==> config.mk <==
export PLATFORM = sky130hd
export DESIGN_NAME = blinker_counter
export DESIGN_NICKNAME = d
export VERILOG_FILES = /design/src/rtl/blinker_counter_pkg.sv /design/src/rtl/blinker_phase_timer.sv /design/src/rtl/blinker_counter.sv
export SDC_FILE = /design/constraint.sdc
export NUM_CORES = 1
export LEC_CHECK = 0
export CAP_MARGIN = 15
export CORE_AREA = 4 4 41 43
export CTS_BUF_LIST = sky130_fd_sc_hd__clkbuf_4
export DETAILED_ROUTE_END_ITERATION = 6
export DIE_AREA = 0 0 45 47
export PLACE_DENSITY = 0.35
export RECOVER_POWER = 100
export SLEW_MARGIN = 5
export SYNTH_ARGS = -nofsm -noshare
export SYNTH_HDL_FRONTEND = slang
export SYNTH_SLANG_ARGS = --single-unit
==> constraint.sdc <==
create_clock -name clk -period 1.4 [get_ports clk]
set_clock_uncertainty 0.2 [all_clocks]
set_input_delay 0.14 -clock clk [delete_from_list [all_inputs] [get_ports clk]]
set_output_delay 0.14 -clock clk [all_outputs]
set_load 0.02 [all_outputs]
==> src/rtl/blinker_counter_pkg.sv <==
// Shared types and sizing helpers for the blink-enable generator.
package blinker_counter_pkg;

    typedef enum logic [1:0] {
        IDLE = 2'd0,
        ON   = 2'd1,
        OFF  = 2'd2
    } blink_state_t;

    // Minimum phase-counter width; never less than one bit so 1/1 patterns still build.
    function automatic int min_cnt_bits(input int c_on, input int c_off);
        int longest;
        longest = (c_on > c_off) ? c_on : c_off;
        return (longest <= 1) ? 1 : $clog2(longest);
    endfunction

endpackage

==> src/rtl/blinker_phase_timer.sv <==
// Phase counter shared by ON and OFF: counts up from 0, flags the terminal count.
module blinker_phase_timer #(
    parameter int C_BITS = 2
) (
    input  logic              clk,
    input  logic              reset,
    input  logic              load,
    input  logic [C_BITS-1:0] term,
    output logic              done
);

    logic [C_BITS-1:0] cnt;

    always_ff @(posedge clk) begin
        if (reset || load) begin
            cnt <= '0;
        end else begin
            cnt <= cnt + 1'b1;
        end
    end

    assign done = (cnt == term);

endmodule

==> src/rtl/blinker_counter.sv <==
// Blink-enable generator: b_en high for C_ON cycles, low for C_OFF, while blink is held.
// Optional b_cycle pulse on OFF->ON is built when BLINKER_COUNTER_CYCLE_PULSE_EN is defined.
//
// state | meaning
// IDLE  | blink low or just reset; b_en = 0
// ON    | ON phase in progress; b_en = 1
// OFF   | OFF phase in progress; b_en = 0
module blinker_counter
    import blinker_counter_pkg::*;
#(
    parameter int C_ON   = 3,
    parameter int C_OFF  = 2,
    parameter int C_BITS = 2
) (
    input  logic clk,
    input  logic reset,
    input  logic blink,
`ifdef BLINKER_COUNTER_CYCLE_PULSE_EN
    output logic b_cycle,
`endif
    output logic b_en
);

    if (C_ON < 1 || C_OFF < 1 || C_BITS < min_cnt_bits(C_ON, C_OFF)) begin : g_bad_cfg
        $error("blinker_counter: illegal C_ON/C_OFF/C_BITS combination");
    end

    localparam logic [C_BITS-1:0] ON_TC  = C_BITS'(C_ON - 1);
    localparam logic [C_BITS-1:0] OFF_TC = C_BITS'(C_OFF - 1);

    blink_state_t      state, state_next;
    logic              phase_done;
    logic              timer_load;
    logic [C_BITS-1:0] term;

    assign term       = (state == OFF) ? OFF_TC : ON_TC;
    assign timer_load = !blink || (state == IDLE) || phase_done;

    blinker_phase_timer #(
        .C_BITS(C_BITS)
    ) u_timer (
        .clk   (clk),
        .reset (reset),
        .load  (timer_load),
        .term  (term),
        .done  (phase_done)
    );

    always_comb begin
        state_next = state;
        unique case (state)
            IDLE:    state_next = ON;
            ON:      if (phase_done) state_next = OFF;
            OFF:     if (phase_done) state_next = ON;
            default: state_next = IDLE;
        endcase
        // Dropping blink aborts any phase; the next request restarts with a full ON.
        if (!blink) state_next = IDLE;
    end

    always_ff @(posedge clk) begin
        if (reset) begin
            state <= IDLE;
            b_en  <= 1'b0;
        end else begin
            state <= state_next;
            b_en  <= (state_next == ON);
        end
    end

`ifdef BLINKER_COUNTER_CYCLE_PULSE_EN
    always_ff @(posedge clk) begin
        if (reset) begin
            b_cycle <= 1'b0;
        end else begin
            b_cycle <= (state == OFF) && (state_next == ON);
        end
    end
`endif

endmodule

=== Word level (Yosys, flattened, before mapping) ===
Cells that the tools add are included.

* Register bits after elaboration: 5
* Input port bits: 3

* Add/subtract/negate cells: 1
* Eq/ne operators: 4
* Muxes and demuxes: 5
* Reduce and logical (&&, ||, !) cells: 5

{| class="wikitable"
|+ Operators with widths
! kind !! number
|-
| $mux 2 || 4
|-
| $pmux 2 s3 || 1
|-
| $eq 2x1->1 const B || 2
|-
| $logic_or 1x1->1 || 3
|-
| $add 2x1->2 const B || 1
|-
| $eq 2x2->1 || 1
|-
| $eq 2x2->1 const B || 1
|-
| $logic_not 2->1 || 1
|-
| $logic_not 1->1 || 1
|}

=== Longest topological paths before layout ===
Gate-level depths: netlist of the first run.

* Depth in word-level cells: 7
* Gate-level depth with buffers: 3
* Depth with buffers taken out: 3

=== Modules after synthesis ===
From an unflattened synthesis of the first run, not the netlist that was laid out.

* Cell total of the unflattened synthesis: 22
* Area total of the unflattened synthesis: 217.7 sq um

{| class="wikitable"
|+ Modules (own cells, without submodules)
! module !! times used !! cells an instance !! area each (sq um) !! sequential area each (sq um)
|-
| blinker_counter || 1 || 14 || 132.6 || 60.1
|-
| blinker_phase_timer || 1 || 8 || 85.1 || 40.0
|}

=== Worst setup path after synthesis of the first run ===
OpenSTA, ideal clock, no wires.

* Kind: register to register
* From: reg state[0]
* To: reg b_en
* Library setup time: 0.115 ns
* Arrival time: 0.735 ns
* Path slack: 0.351 ns
* Cell stages (with the launch flop): 4
* Period minus slack after synthesis: 1.049 ns
* Cell sequence: dfxtp_1 > nand2b_1 > a21oi_2 > o21ba_1

* Cells in the longest elaborated chain, start to end: 7
* Elaborated cells on any way between the ends: 10

{| class="wikitable"
|+ RTL lines
! what !! RTL line !! source
|-
| from (decl) || blinker_counter.sv:31 || <nowiki>blink_state_t state, state_next;</nowiki>
|-
| from (signal assigned) || blinker_counter.sv:66 || <nowiki>state <= state_next;</nowiki>
|-
| $eq 2x2->1 || blinker_counter.sv:36, blinker_counter.sv:51 ||
|-
| $mux 2 || blinker_counter.sv:36 || <nowiki>assign term = (state == OFF) ? OFF_TC : ON_TC;</nowiki>
|-
| $eq 2x2->1 || blinker_phase_timer.sv:22 || <nowiki>assign done = (cnt == term);</nowiki>
|-
| $mux 2 (on tied branches) || blinker_counter.sv:54, blinker_counter.sv:53 ||
|-
| $pmux 2 s3 * || blinker_counter.sv:51 || <nowiki>unique case (state)</nowiki>
|-
| $mux 2 * || blinker_counter.sv:58 || <nowiki>if (!blink) state_next = IDLE;</nowiki>
|-
| $eq 2x1->1 * || blinker_counter.sv:67 || <nowiki>b_en <= (state_next == ON);</nowiki>
|-
| to (signal assigned) || blinker_counter.sv:67 ||
|-
| to (decl) || blinker_counter.sv:21 || <nowiki>output logic b_en</nowiki>
|}

Every way passes the cells marked *; elsewhere a longest branch is shown, timed or not.
A chain may end at the register's enable or synchronous reset.

=== Worst setup path in the final report of the first run ===
* From: reg b_en
* To: out b_en

No word-level cell between the ends.

==> results of run 1 <==
[power groups by stage]
stage	Clock [mW]	Sequential [mW]	Combinational [mW]
floorplan	0	0.154	0.00917
global placement	0	0.153	0.0212
detailed placement	0	0.153	0.0215
CTS	0.195	0.151	0.0206
global route	0.214	0.151	0.0215
finish	0.187	0.150	0.0200
[per-stage QoR]
step / area [um^2] / hold slack, ps
after floorplan: 206 / 141
after global placement: 255 / 294
after detailed placement: 255 / 296
after CTS: 284 / 301
after global routing: 278 / 309
final: 278 / 294
[sequential cells by signal, summed over array words and instances, names as in the netlist]
| name | flops |
|---|---|
| u_timer.cnt | 2 |
| state | 2 |
| b_en | 1 |
[per-layer routing]
layer	global-route usage [%]	vias to the layer above	part of all wire, %
met2	7.91	10	53
met5	0	-	0
met3	4.60	2	6.9
met1	3.42	79	37
li1	-	90	-
met4	8.77	0	3.0
[area by class of cell]
type	count	area, um^2	share of cell area (%)
flip-flops and latches	5	100	36.0
clock buffers	4	30.0	10.8
well taps	15	18.8	6.76
repair buffers	3	28.8	10.4
inverters	2	7.51	2.70
multi-input cells	15	92.6	33.3
[cells in the mapped netlist, drive strengths merged]
master,number,area share (%)
nor3,1,2.4
o21ai,1,2.4
dfxtp,5,48
nand3,2,4.8
a21oi,5,14
nand2b,2,6.1
nand4b,1,4.2
nor2b,1,4.2
o21ba,2,9.7
inv,2,3.6
[final timing paths]
path                                     start             end  slack [ps]  depth (start not counted)
worst max-delay path                      b_en            b_en         180                          1
worst min-delay path            u_timer.cnt[0]  u_timer.cnt[0]         290                          1
worst max register to register        state[0]            b_en         280                          3
worst min register to register  u_timer.cnt[0]  u_timer.cnt[0]         290                          1
[cells by family after synthesis]
kind of cell / count (synthesis)
buffers and inverters: 2
AND/OR/NAND/NOR: 7
flip-flops: 5
AO/OA/AOI/OAI: 8
==> run_summary.xml, run 1 <==
<?xml version="1.0" encoding="UTF-8"?>
<metrics>
  <group name="clock_tree">
    <metric name="clockBufferDepth" unit="">2</metric>
    <metric name="holdBufCountCts" unit="">0</metric>
    <metric name="post_cts.resized_instances" unit="">1</metric>
    <metric name="cts_tree" unit="">yes</metric>
    <metric name="clk_root_buffer_cell" unit="">sky130_fd_sc_hd__clkbuf_4</metric>
    <metric name="clock_h_tree_levels" unit="">1</metric>
    <metric name="cts.sink_count" unit="">5</metric>
    <metric name="clk_pin_slew_worst_paths" unit="ps">40</metric>
    <metric name="post_cts.repair.setup_buffers" unit="">0</metric>
    <metric name="clkLatencyLatePin" unit="ps">240</metric>
    <metric name="tritoncts.num_buffers" unit="">3</metric>
  </group>
  <group name="timing">
    <metric name="tightest_slew" unit="ps">220</metric>
    <metric name="drv_slew" unit="">0</metric>
    <metric name="final_cycle_share" unit="%">87.2</metric>
    <metric name="finalCriticalPeriod" unit="ps">1220</metric>
    <metric name="final_critical_path_setup_slack" unit="ps">179</metric>
    <metric name="grt_setup_unrepaired" unit="">no</metric>
    <metric name="setup_violations" unit="">0</metric>
    <metric name="worst_slew_margin_rel" unit="%">85.4</metric>
    <metric name="max_clk_rate" unit="MHz">819</metric>
    <metric name="fin_tns_setup" unit="ps">0</metric>
    <metric name="finalHoldViolCount" unit="">0</metric>
  </group>
  <group name="synth">
    <metric name="synth_simple_gate_area_share" unit="%">21.8</metric>
    <metric name="ys.warnings.count" unit="">0</metric>
    <metric name="syn-num-nets" unit="">25</metric>
    <metric name="post_synth_xor_area_fraction" unit="%">0</metric>
    <metric name="synth_seq_area_share" unit="%">48.5</metric>
    <metric name="ys_ff_latch" unit="">5</metric>
    <metric name="mappedNetlistArea" unit="um^2">206</metric>
    <metric name="synth-adder-area-share" unit="%">0</metric>
    <metric name="syn-instance-count" unit="">22</metric>
    <metric name="largest_family_of_logic_cells_by_synthesized_area" unit="">compound AO/OA/AOI/OAI gates</metric>
    <metric name="postSynthAreaPerCell" unit="um^2">9.38</metric>
    <metric name="post_synth_mux_area_share" unit="%">0</metric>
    <metric name="synth_cell_types" unit="">11</metric>
    <metric name="synth_compound_area_share" unit="%">26.1</metric>
  </group>
  <group name="run">
    <metric name="drv.max_cap_violation_count" unit="">0</metric>
  </group>
  <group name="pwr">
    <metric name="switching_power" unit="uW">71.5</metric>
    <metric name="power-per-cell-area" unit="mW/mm^2">1290</metric>
    <metric name="max-vdd-ir-drop" unit="mV">0.339</metric>
    <metric name="p_comb_share" unit="%">5.6</metric>
    <metric name="clkPwrFrac" unit="%">52.3</metric>
    <metric name="share_of_power_burned_in_registers" unit="%">42.1</metric>
    <metric name="internal_power" unit="uW">286</metric>
    <metric name="swShare" unit="%">20.0</metric>
    <metric name="design_power_total" unit="uW">357</metric>
    <metric name="static-leakage-power" unit="nW">0.0998</metric>
  </group>
  <group name="worst_setup_path">
    <metric name="path_cells" unit="">dlygate4sd2_1</metric>
    <metric name="startpoint_type" unit="">register</metric>
    <metric name="worstSetupEndpointType" unit="">primary output</metric>
    <metric name="cp.buffers_inverters" unit="">1</metric>
    <metric name="cp_data_arrival_time" unit="ps">880</metric>
    <metric name="timing.critical_path.fanout_max" unit="">1</metric>
    <metric name="crit_path_max_incr_delay" unit="ps">330</metric>
    <metric name="slowest_stage" unit="">sky130_fd_sc_hd__dlygate4sd2_1</metric>
    <metric name="critical-path-top-delay-family" unit="">buffers and inverters</metric>
    <metric name="worstPathRequired" unit="ps">1060</metric>
    <metric name="worstSetupPathType" unit="">register to primary output</metric>
  </group>
  <group name="drt">
    <metric name="avgRoutedWirePerCell" unit="um">9.16</metric>
    <metric name="firstDrtPassIters" unit="">4</metric>
    <metric name="drt_first_iter_violations" unit="">2</metric>
    <metric name="ant_nets" unit="">0</metric>
    <metric name="vias" unit="">181</metric>
    <metric name="drt_drc_violations_left" unit="">0</metric>
    <metric name="drt_wl_total" unit="um">403</metric>
    <metric name="viasPerCell" unit="">4.11</metric>
  </group>
  <group name="place">
    <metric name="detailedPlacementHpwl" unit="um">316</metric>
    <metric name="gpl.final_weighted_congestion" unit="">0.711</metric>
    <metric name="buffers_on_ports" unit="">3</metric>
    <metric name="dp_slack" unit="ps">146</metric>
    <metric name="dp.cells" unit="">40</metric>
  </group>
  <group name="die">
    <metric name="die-height" unit="um">47</metric>
    <metric name="design.core.area" unit="mm^2">0.00130</metric>
    <metric name="floorplan.rows" unit="">13</metric>
    <metric name="die-area" unit="mm^2">0.00212</metric>
    <metric name="die-width" unit="um">45</metric>
    <metric name="io-pin-count" unit="">4</metric>
    <metric name="start_util" unit="%">15.9</metric>
  </group>
  <group name="final_layout">
    <metric name="antennaDiodeCount" unit="">0</metric>
    <metric name="areaGrowthSynthToFinish" unit="%">34.5</metric>
    <metric name="layout.nets" unit="">33</metric>
    <metric name="instances_no_fill" unit="">44</metric>
    <metric name="layout_common_cells" unit="">5 x sky130_fd_sc_hd__a21oi_1, 5 x sky130_fd_sc_hd__dfxtp_1, 4 x sky130_fd_sc_hd__clkbuf_4</metric>
    <metric name="post-route-util" unit="%">21.3</metric>
    <metric name="filler_cell_count" unit="">155</metric>
    <metric name="fraction_of_final_layout_cells_with_drive_strength_greater_than_1" unit="%">13.8</metric>
  </group>
  <group name="global_route">
    <metric name="first_pass_grt_wire_length" unit="um">669</metric>
    <metric name="globalRouteOverflowTotal" unit="">0</metric>
    <metric name="grt_max_degree" unit="">7</metric>
    <metric name="total_global_route_track_usage" unit="%">5.53</metric>
    <metric name="grt_antenna_before_repair" unit="">0</metric>
    <metric name="vias_in_the_first_global_route" unit="">170</metric>
  </group>
  <group name="min_path">
    <metric name="hold_class" unit="">register to register</metric>
  </group>
  <group name="run_status">
    <metric name="status" unit="">complete, no violations</metric>
  </group>
</metrics>
Power figures use the tool's default switching activity.
==> run 2, diff against run 1 <==
--- a/config.mk
+++ b/config.mk
@@ -12,6 +12,7 @@
 export DIE_AREA = 0 0 45 47
 export PLACE_DENSITY = 0.35
 export RECOVER_POWER = 100
+export SETUP_SLACK_MARGIN = 0.4
 export SLEW_MARGIN = 5
 export SYNTH_ARGS = -nofsm -noshare
 export SYNTH_HDL_FRONTEND = slang
==> run 2 against run 1 <==
Compared with the run above: routed wire length is 23% higher; global-route usage is 0.71 points higher; cell count is 4.5% higher; register-to-register slack worse by 40 ps; sequential power hardly changed; critical path type is now register to register; critical endpoint is now b_en.
==> run_summary.xml, run 2 (synthesis results as in run 1) <==
<?xml version="1.0" encoding="UTF-8"?>
<metrics>
  <group name="global_route">
    <metric name="grt_antenna_before_repair" unit="">0</metric>
    <metric name="total_global_route_track_usage" unit="%">6.25</metric>
    <metric name="first_pass_grt_wire_length" unit="um">807</metric>
    <metric name="vias_in_the_first_global_route" unit="">204</metric>
    <metric name="globalRouteOverflowTotal" unit="">0</metric>
    <metric name="grt_max_degree" unit="">6</metric>
  </group>
  <group name="timing">
    <metric name="grt_setup_unrepaired" unit="">yes</metric>
    <metric name="fin_tns_setup" unit="ps">0</metric>
    <metric name="finalHoldViolCount" unit="">0</metric>
    <metric name="max_clk_rate" unit="MHz">862</metric>
    <metric name="final_cycle_share" unit="%">82.9</metric>
    <metric name="worst_slew_margin_rel" unit="%">83.5</metric>
    <metric name="drv_slew" unit="">0</metric>
    <metric name="finalHoldWorstSlack" unit="ps">293</metric>
    <metric name="setup_violations" unit="">0</metric>
    <metric name="finalCriticalPeriod" unit="ps">1160</metric>
    <metric name="tightest_slew" unit="ps">248</metric>
  </group>
  <group name="die">
    <metric name="start_util" unit="%">15.9</metric>
    <metric name="die-height" unit="um">47</metric>
    <metric name="io-pin-count" unit="">4</metric>
    <metric name="die-area" unit="mm^2">0.00212</metric>
    <metric name="design.core.area" unit="mm^2">0.00130</metric>
    <metric name="die-width" unit="um">45</metric>
    <metric name="floorplan.rows" unit="">13</metric>
  </group>
  <group name="worst_setup_path">
    <metric name="worst-path-stages" unit="">3</metric>
    <metric name="worstReg2RegEnd" unit="">b_en</metric>
    <metric name="timing.critical_path.fanout_max" unit="">5</metric>
    <metric name="slowest_stage" unit="">sky130_fd_sc_hd__dfxtp_1</metric>
    <metric name="critical-path-top-delay-family" unit="">flip-flops</metric>
    <metric name="ff2ff_setup_slack" unit="ps">240</metric>
    <metric name="critical_path.reg2reg.startpoint" unit="">state[0]</metric>
    <metric name="crit_path_max_incr_delay" unit="ps">440</metric>
    <metric name="worstPathRequired" unit="ps">1330</metric>
    <metric name="cp.buffers_inverters" unit="">0</metric>
    <metric name="worstSetupPathType" unit="">register to register</metric>
    <metric name="cp_data_arrival_time" unit="ps">1090</metric>
    <metric name="path_cells" unit="">nand2b_4 &gt; a21oi_4 &gt; o21ba_1</metric>
    <metric name="startpoint_type" unit="">register</metric>
    <metric name="worstSetupEndpointType" unit="">register</metric>
    <metric name="worst-r2r-cell-count" unit="">3</metric>
  </group>
  <group name="drt">
    <metric name="drt_drc_violations_left" unit="">0</metric>
    <metric name="drt_wl_total" unit="um">496</metric>
    <metric name="vias" unit="">190</metric>
    <metric name="firstDrtPassIters" unit="">2</metric>
    <metric name="ant_nets" unit="">0</metric>
    <metric name="drt_first_iter_violations" unit="">6</metric>
    <metric name="avgRoutedWirePerCell" unit="um">10.8</metric>
    <metric name="viasPerCell" unit="">4.13</metric>
  </group>
  <group name="final_layout">
    <metric name="filler_cell_count" unit="">153</metric>
    <metric name="instances_no_fill" unit="">46</metric>
    <metric name="fraction_of_final_layout_cells_with_drive_strength_greater_than_1" unit="%">54.8</metric>
    <metric name="layout_common_cells" unit="">4 x sky130_fd_sc_hd__clkbuf_4, 3 x sky130_fd_sc_hd__a21oi_2, 3 x sky130_fd_sc_hd__dfxtp_2</metric>
    <metric name="areaGrowthSynthToFinish" unit="%">61.8</metric>
    <metric name="final_design_area_no_fill" unit="um^2">334</metric>
    <metric name="antennaDiodeCount" unit="">0</metric>
    <metric name="layout.nets" unit="">35</metric>
    <metric name="final_common_cell" unit="">sky130_fd_sc_hd__clkbuf_4</metric>
    <metric name="largestRegisters" unit="">state: 2 flops, u_timer.cnt: 2 flops, b_en: 1 flops</metric>
  </group>
  <group name="min_path">
    <metric name="worstHoldEndpoint" unit="">u_timer.cnt[0]</metric>
    <metric name="min_path_cells" unit="">1</metric>
    <metric name="hold_class" unit="">register to register</metric>
    <metric name="worst_hold_startpoint" unit="">u_timer.cnt[0]</metric>
  </group>
  <group name="pwr">
    <metric name="static-leakage-power" unit="nW">0.112</metric>
    <metric name="max-vdd-ir-drop" unit="mV">0.324</metric>
    <metric name="power-per-cell-area" unit="mW/mm^2">1070</metric>
  </group>
  <group name="place">
    <metric name="dp.cells" unit="">40</metric>
    <metric name="gpl.final_weighted_congestion" unit="">0.620</metric>
    <metric name="place_area" unit="um^2">265</metric>
    <metric name="detailedPlacementHpwl" unit="um">319</metric>
    <metric name="buffers_on_ports" unit="">3</metric>
  </group>
  <group name="clock_tree">
    <metric name="cts.sink_count" unit="">5</metric>
    <metric name="clk_pin_slew_worst_paths" unit="ps">40</metric>
    <metric name="clockBufferDepth" unit="">2</metric>
    <metric name="tritoncts.num_buffers" unit="">3</metric>
    <metric name="cts_tree" unit="">yes</metric>
    <metric name="clkLatencyLatePin" unit="ps">240</metric>
    <metric name="clock_h_tree_levels" unit="">1</metric>
    <metric name="clk_root_buffer_cell" unit="">sky130_fd_sc_hd__clkbuf_4</metric>
  </group>
  <group name="run">
    <metric name="drv.max_cap_violation_count" unit="">0</metric>
  </group>
  <group name="run_status">
    <metric name="status" unit="">complete, no violations</metric>
  </group>
</metrics>
[run 2: changes by cell type in the layout (fill, tap and decap cells not counted), sizes merged]
cell and delta:
buf +1, clkbuf +2, dlygate4sd2 -1
[run 2: worst reg2reg max path: cells and delay by family, from the launching register on]
| kind | cells | cell delay [ps] |
|---|---|---|
| DFF | 1 | 440 |
| AOI/OAI and AO/OA | 2 | 220 |
| and+or+nand+nor | 1 | 190 |
[run 2: cell type report]
type                       count  area [um^2]  area share, %
multi-input combinational     15          135           40.4
tap                           15         18.8           5.62
inverter                       2         7.51           2.25
timing repair buffer           5         35.0           10.5
clock buffer                   4         30.0           8.99
sequential                     5          108           32.2
[run 2: worst max-delay path by stage]
stage / start / to / slack (ps)
6_report: state[0] / b_en / 240
5_1_grt: state[0] / u_timer.cnt[1] / 180
4_1_cts: state[0] / state[0] / 360
3_5_place_dp: reset / state[0] / 120
3_3_place_gp: reset / state[0] / 150
2_1_floorplan: state[0] / b_en / 400
[run 2: metal layers]
| layer | track usage (%) | part of all wire, % | up-vias |
|---|---|---|---|
| met5 | 0 | 0 | - |
| met4 | 8.77 | 0.81 | 0 |
| met3 | 3.83 | 5.8 | 2 |
| met2 | 9.60 | 57 | 4 |
| met1 | 4.56 | 36 | 88 |
| li1 | - | - | 96 |
[run 2: report_power, final]
group	switching [mW]	internal, mW
clock	0.0549	0.127
sequential	0.00496	0.146
combinational	0.0106	0.0138
[run 2: what timing repair did]
action | 4_1_cts | 5_1_grt
gates resized for setup | 14 | 4
setup buffers | 1 | 1
hold buffers | 0 | 0
setup endpoints to repair | 6 | 6
endpoints found under the hold margin | 0 | 0
pin swaps | 3 | 2
gates cloned | 0 | 0
[run 2: through the flow]
step / setup slack [ps] / utilization (%) / total power [mW]
CTS: 355 / 25.2 / 0.369
global placement: 145 / 20.4 / 0.176
detailed placement: 122 / 20.4 / 0.177
global route: 177 / 25.7 / 0.378
finish: 240 / 25.7 / 0.357
floorplan: 397 / - / 0.166
==> run 3, diff against run 2 <==
--- a/config.mk
+++ b/config.mk
@@ -10,7 +10,7 @@
 export CTS_BUF_LIST = sky130_fd_sc_hd__clkbuf_4
 export DETAILED_ROUTE_END_ITERATION = 6
 export DIE_AREA = 0 0 45 47
-export PLACE_DENSITY = 0.35
+export PLACE_DENSITY = 0.36
 export RECOVER_POWER = 100
 export SETUP_SLACK_MARGIN = 0.4
 export SLEW_MARGIN = 5
==> constraint.sdc (replaced) <==
create_clock -name clk -period 0.97 [get_ports clk]
set_clock_uncertainty 0.2 [all_clocks]
set_input_delay 0.097 -clock clk [delete_from_list [all_inputs] [get_ports clk]]
set_output_delay 0.097 -clock clk [all_outputs]
set_load 0.02 [all_outputs]
==> run 3 against run 2 <==
Compared with the run above: final area rose by 4.5%; non-clock buffer count grew 2; total power rose by 51%; via count is 8.9% higher; clock-buffer cell count unchanged; sequential share of layout area is 1.0 points lower; clock power rose by 53%; first-iteration DRC count is 17% lower; largest power group unchanged; the flow now finishes with violations (negative setup slack); cell count rose by 4.3%.
==> run_summary.xml, run 3 (synthesis results as in run 1) <==
<?xml version="1.0" encoding="UTF-8"?>
<metrics>
  <group name="run_status">
    <metric name="status" unit="">complete, but fails checks</metric>
    <metric name="failed_checks" unit="">negative setup slack</metric>
  </group>
  <group name="final_layout">
    <metric name="layout_common_cells" unit="">4 x sky130_fd_sc_hd__dfxtp_2, 4 x sky130_fd_sc_hd__clkbuf_4, 4 x sky130_fd_sc_hd__buf_4</metric>
    <metric name="post-route-util" unit="%">26.8</metric>
    <metric name="antennaDiodeCount" unit="">0</metric>
    <metric name="areaGrowthSynthToFinish" unit="%">69.1</metric>
    <metric name="largestRegisters" unit="">state: 2 flops, u_timer.cnt: 2 flops, b_en: 1 flops</metric>
    <metric name="fraction_of_final_layout_cells_with_drive_strength_greater_than_1" unit="%">63.6</metric>
    <metric name="final_design_area_no_fill" unit="um^2">349</metric>
    <metric name="filler_cell_count" unit="">155</metric>
    <metric name="layout.nets" unit="">37</metric>
  </group>
  <group name="worst_setup_path">
    <metric name="startpoint_type" unit="">register</metric>
    <metric name="cp_data_arrival_time" unit="ps">990</metric>
    <metric name="slowest_stage" unit="">sky130_fd_sc_hd__dfxtp_2</metric>
    <metric name="critical_path.reg2reg.startpoint" unit="">state[1]</metric>
    <metric name="worstReg2RegEnd" unit="">state[1]</metric>
    <metric name="worstPathRequired" unit="ps">940</metric>
    <metric name="worstSetupEndpointType" unit="">register</metric>
    <metric name="worstSetupPathType" unit="">register to register</metric>
    <metric name="cp-startpoint" unit="">state[1]</metric>
    <metric name="ff2ff_setup_slack" unit="ps">-50</metric>
    <metric name="worst-r2r-cell-count" unit="">3</metric>
    <metric name="timing.critical_path.fanout_max" unit="">4</metric>
    <metric name="crit_path_max_incr_delay" unit="ps">350</metric>
    <metric name="path_cells" unit="">nor2b_4 &gt; o21ai_2 &gt; a21oi_1</metric>
  </group>
  <group name="timing">
    <metric name="finalHoldViolCount" unit="">0</metric>
    <metric name="final_cycle_share" unit="%">105</metric>
    <metric name="setup_violations" unit="">6</metric>
    <metric name="finalCriticalPeriod" unit="ps">1020</metric>
    <metric name="worst_slew_margin_rel" unit="%">88.1</metric>
    <metric name="max_clk_rate" unit="MHz">980</metric>
    <metric name="drv_slew" unit="">0</metric>
    <metric name="tightest_slew" unit="ps">178</metric>
    <metric name="grt_setup_unrepaired" unit="">yes</metric>
    <metric name="final_critical_path_setup_slack" unit="ps">-50.6</metric>
    <metric name="fin_tns_setup" unit="ps">-200</metric>
  </group>
  <group name="clock_tree">
    <metric name="clk_root_buffer_cell" unit="">sky130_fd_sc_hd__clkbuf_4</metric>
    <metric name="cts_tree" unit="">yes</metric>
    <metric name="clkLatencyLatePin" unit="ps">250</metric>
    <metric name="holdBufCountCts" unit="">0</metric>
    <metric name="clockBufferDepth" unit="">2</metric>
    <metric name="cts.sink_count" unit="">5</metric>
    <metric name="tritoncts.num_buffers" unit="">3</metric>
    <metric name="clk_pin_slew_worst_paths" unit="ps">50</metric>
    <metric name="clock_h_tree_levels" unit="">1</metric>
  </group>
  <group name="die">
    <metric name="io-pin-count" unit="">4</metric>
    <metric name="die-height" unit="um">47</metric>
    <metric name="die-area" unit="mm^2">0.00212</metric>
    <metric name="design.core.area" unit="mm^2">0.00130</metric>
    <metric name="floorplan.rows" unit="">13</metric>
    <metric name="start_util" unit="%">15.9</metric>
    <metric name="die-width" unit="um">45</metric>
  </group>
  <group name="drt">
    <metric name="ant_nets" unit="">0</metric>
    <metric name="drt_first_iter_violations" unit="">5</metric>
    <metric name="vias" unit="">207</metric>
    <metric name="drt_wl_total" unit="um">494</metric>
    <metric name="viasPerCell" unit="">4.31</metric>
    <metric name="drt_drc_violations_left" unit="">0</metric>
    <metric name="avgRoutedWirePerCell" unit="um">10.3</metric>
    <metric name="firstDrtPassIters" unit="">2</metric>
  </group>
  <group name="global_route">
    <metric name="total_global_route_track_usage" unit="%">6.64</metric>
    <metric name="first_pass_grt_wire_length" unit="um">841</metric>
    <metric name="globalRouteOverflowTotal" unit="">0</metric>
    <metric name="grt_antenna_before_repair" unit="">0</metric>
    <metric name="vias_in_the_first_global_route" unit="">216</metric>
    <metric name="grt_max_degree" unit="">6</metric>
  </group>
  <group name="place">
    <metric name="dp_slack" unit="ps">-254</metric>
    <metric name="gpl.final_weighted_congestion" unit="">0.751</metric>
    <metric name="detailedPlacementHpwl" unit="um">350</metric>
    <metric name="place_area" unit="um^2">289</metric>
    <metric name="buffers_on_ports" unit="">3</metric>
  </group>
  <group name="min_path">
    <metric name="worst_hold_startpoint" unit="">blink</metric>
    <metric name="worstHoldEndpoint" unit="">u_timer.cnt[1]</metric>
    <metric name="min_path_cells" unit="">3</metric>
    <metric name="hold_class" unit="">input pin to register</metric>
  </group>
  <group name="pwr">
    <metric name="max-vdd-ir-drop" unit="mV">0.482</metric>
    <metric name="power-per-cell-area" unit="mW/mm^2">1540</metric>
    <metric name="static-leakage-power" unit="nW">0.129</metric>
  </group>
  <group name="run">
    <metric name="drv.max_cap_violation_count" unit="">0</metric>
  </group>
</metrics>
[run 3: report_power, final]
| group | internal (mW) | switching (mW) |
|---|---|---|
| combinational | 0.0261 | 0.0154 |
| sequential | 0.212 | 0.00660 |
| clock | 0.184 | 0.0949 |
| total | 0.422 | 0.117 |
[run 3: stage by stage]
step / cells / total power, mW / hold slack, ps
CTS: 48 / 0.549 / 302
detailed placement: 43 / 0.261 / 328
global route: 48 / 0.570 / 313
finish: 48 / 0.539 / 303
global placement: 43 / 0.260 / 329
floorplan: 22 / 0.240 / 97.9
[run 3: worst max path at each step]
stage / endpoint / depth (start not counted) / slack [ps]
after floorplan: b_en / 3 / -20
after global placement: b_en / 3 / -230
after detailed placement: state[0] / 3 / -250
after CTS: b_en / 3 / -60
after global routing: state[1] / 3 / -100
final: state[1] / 3 / -50
[run 3: layout make-up]
| class | count | area, um^2 | area share (%) |
|---|---|---|---|
| inverters | 2 | 7.51 | 2.15 |
| clock buffers | 4 | 30.0 | 8.60 |
| well taps | 15 | 18.8 | 5.38 |
| repair buffers | 7 | 61.3 | 17.6 |
| multi-input cells | 15 | 123 | 35.1 |
| flip-flops and latches | 5 | 109 | 31.2 |
[run 3: per-layer routing]
metal | vias up | track usage [%] | wire [um]
li1 | 99 | - | -
met1 | 98 | 5.00 | 182
met2 | 7 | 9.89 | 254
met3 | 3 | 3.45 | 28
met4 | 0 | 10.5 | 28
met5 | - | 0 | 0
[run 3: timing repair]
| item | 4_1_cts | 5_1_grt |
|---|---|---|
| gates resized for setup | 12 | 2 |
| gates cloned | 0 | 0 |
| endpoints found under the setup margin | 6 | 6 |
| endpoints found under the hold margin | 0 | 0 |
| pin swaps | 3 | 1 |
| buffers inserted | 1 | 0 |
[run 3: critical path, delay by kind of cell (launching register included)]
| family | cells | cell delay [ps] |
|---|---|---|
| and+or+nand+nor | 1 | 180 |
| AOI/OAI and AO/OA | 2 | 210 |
| DFF | 1 | 350 |
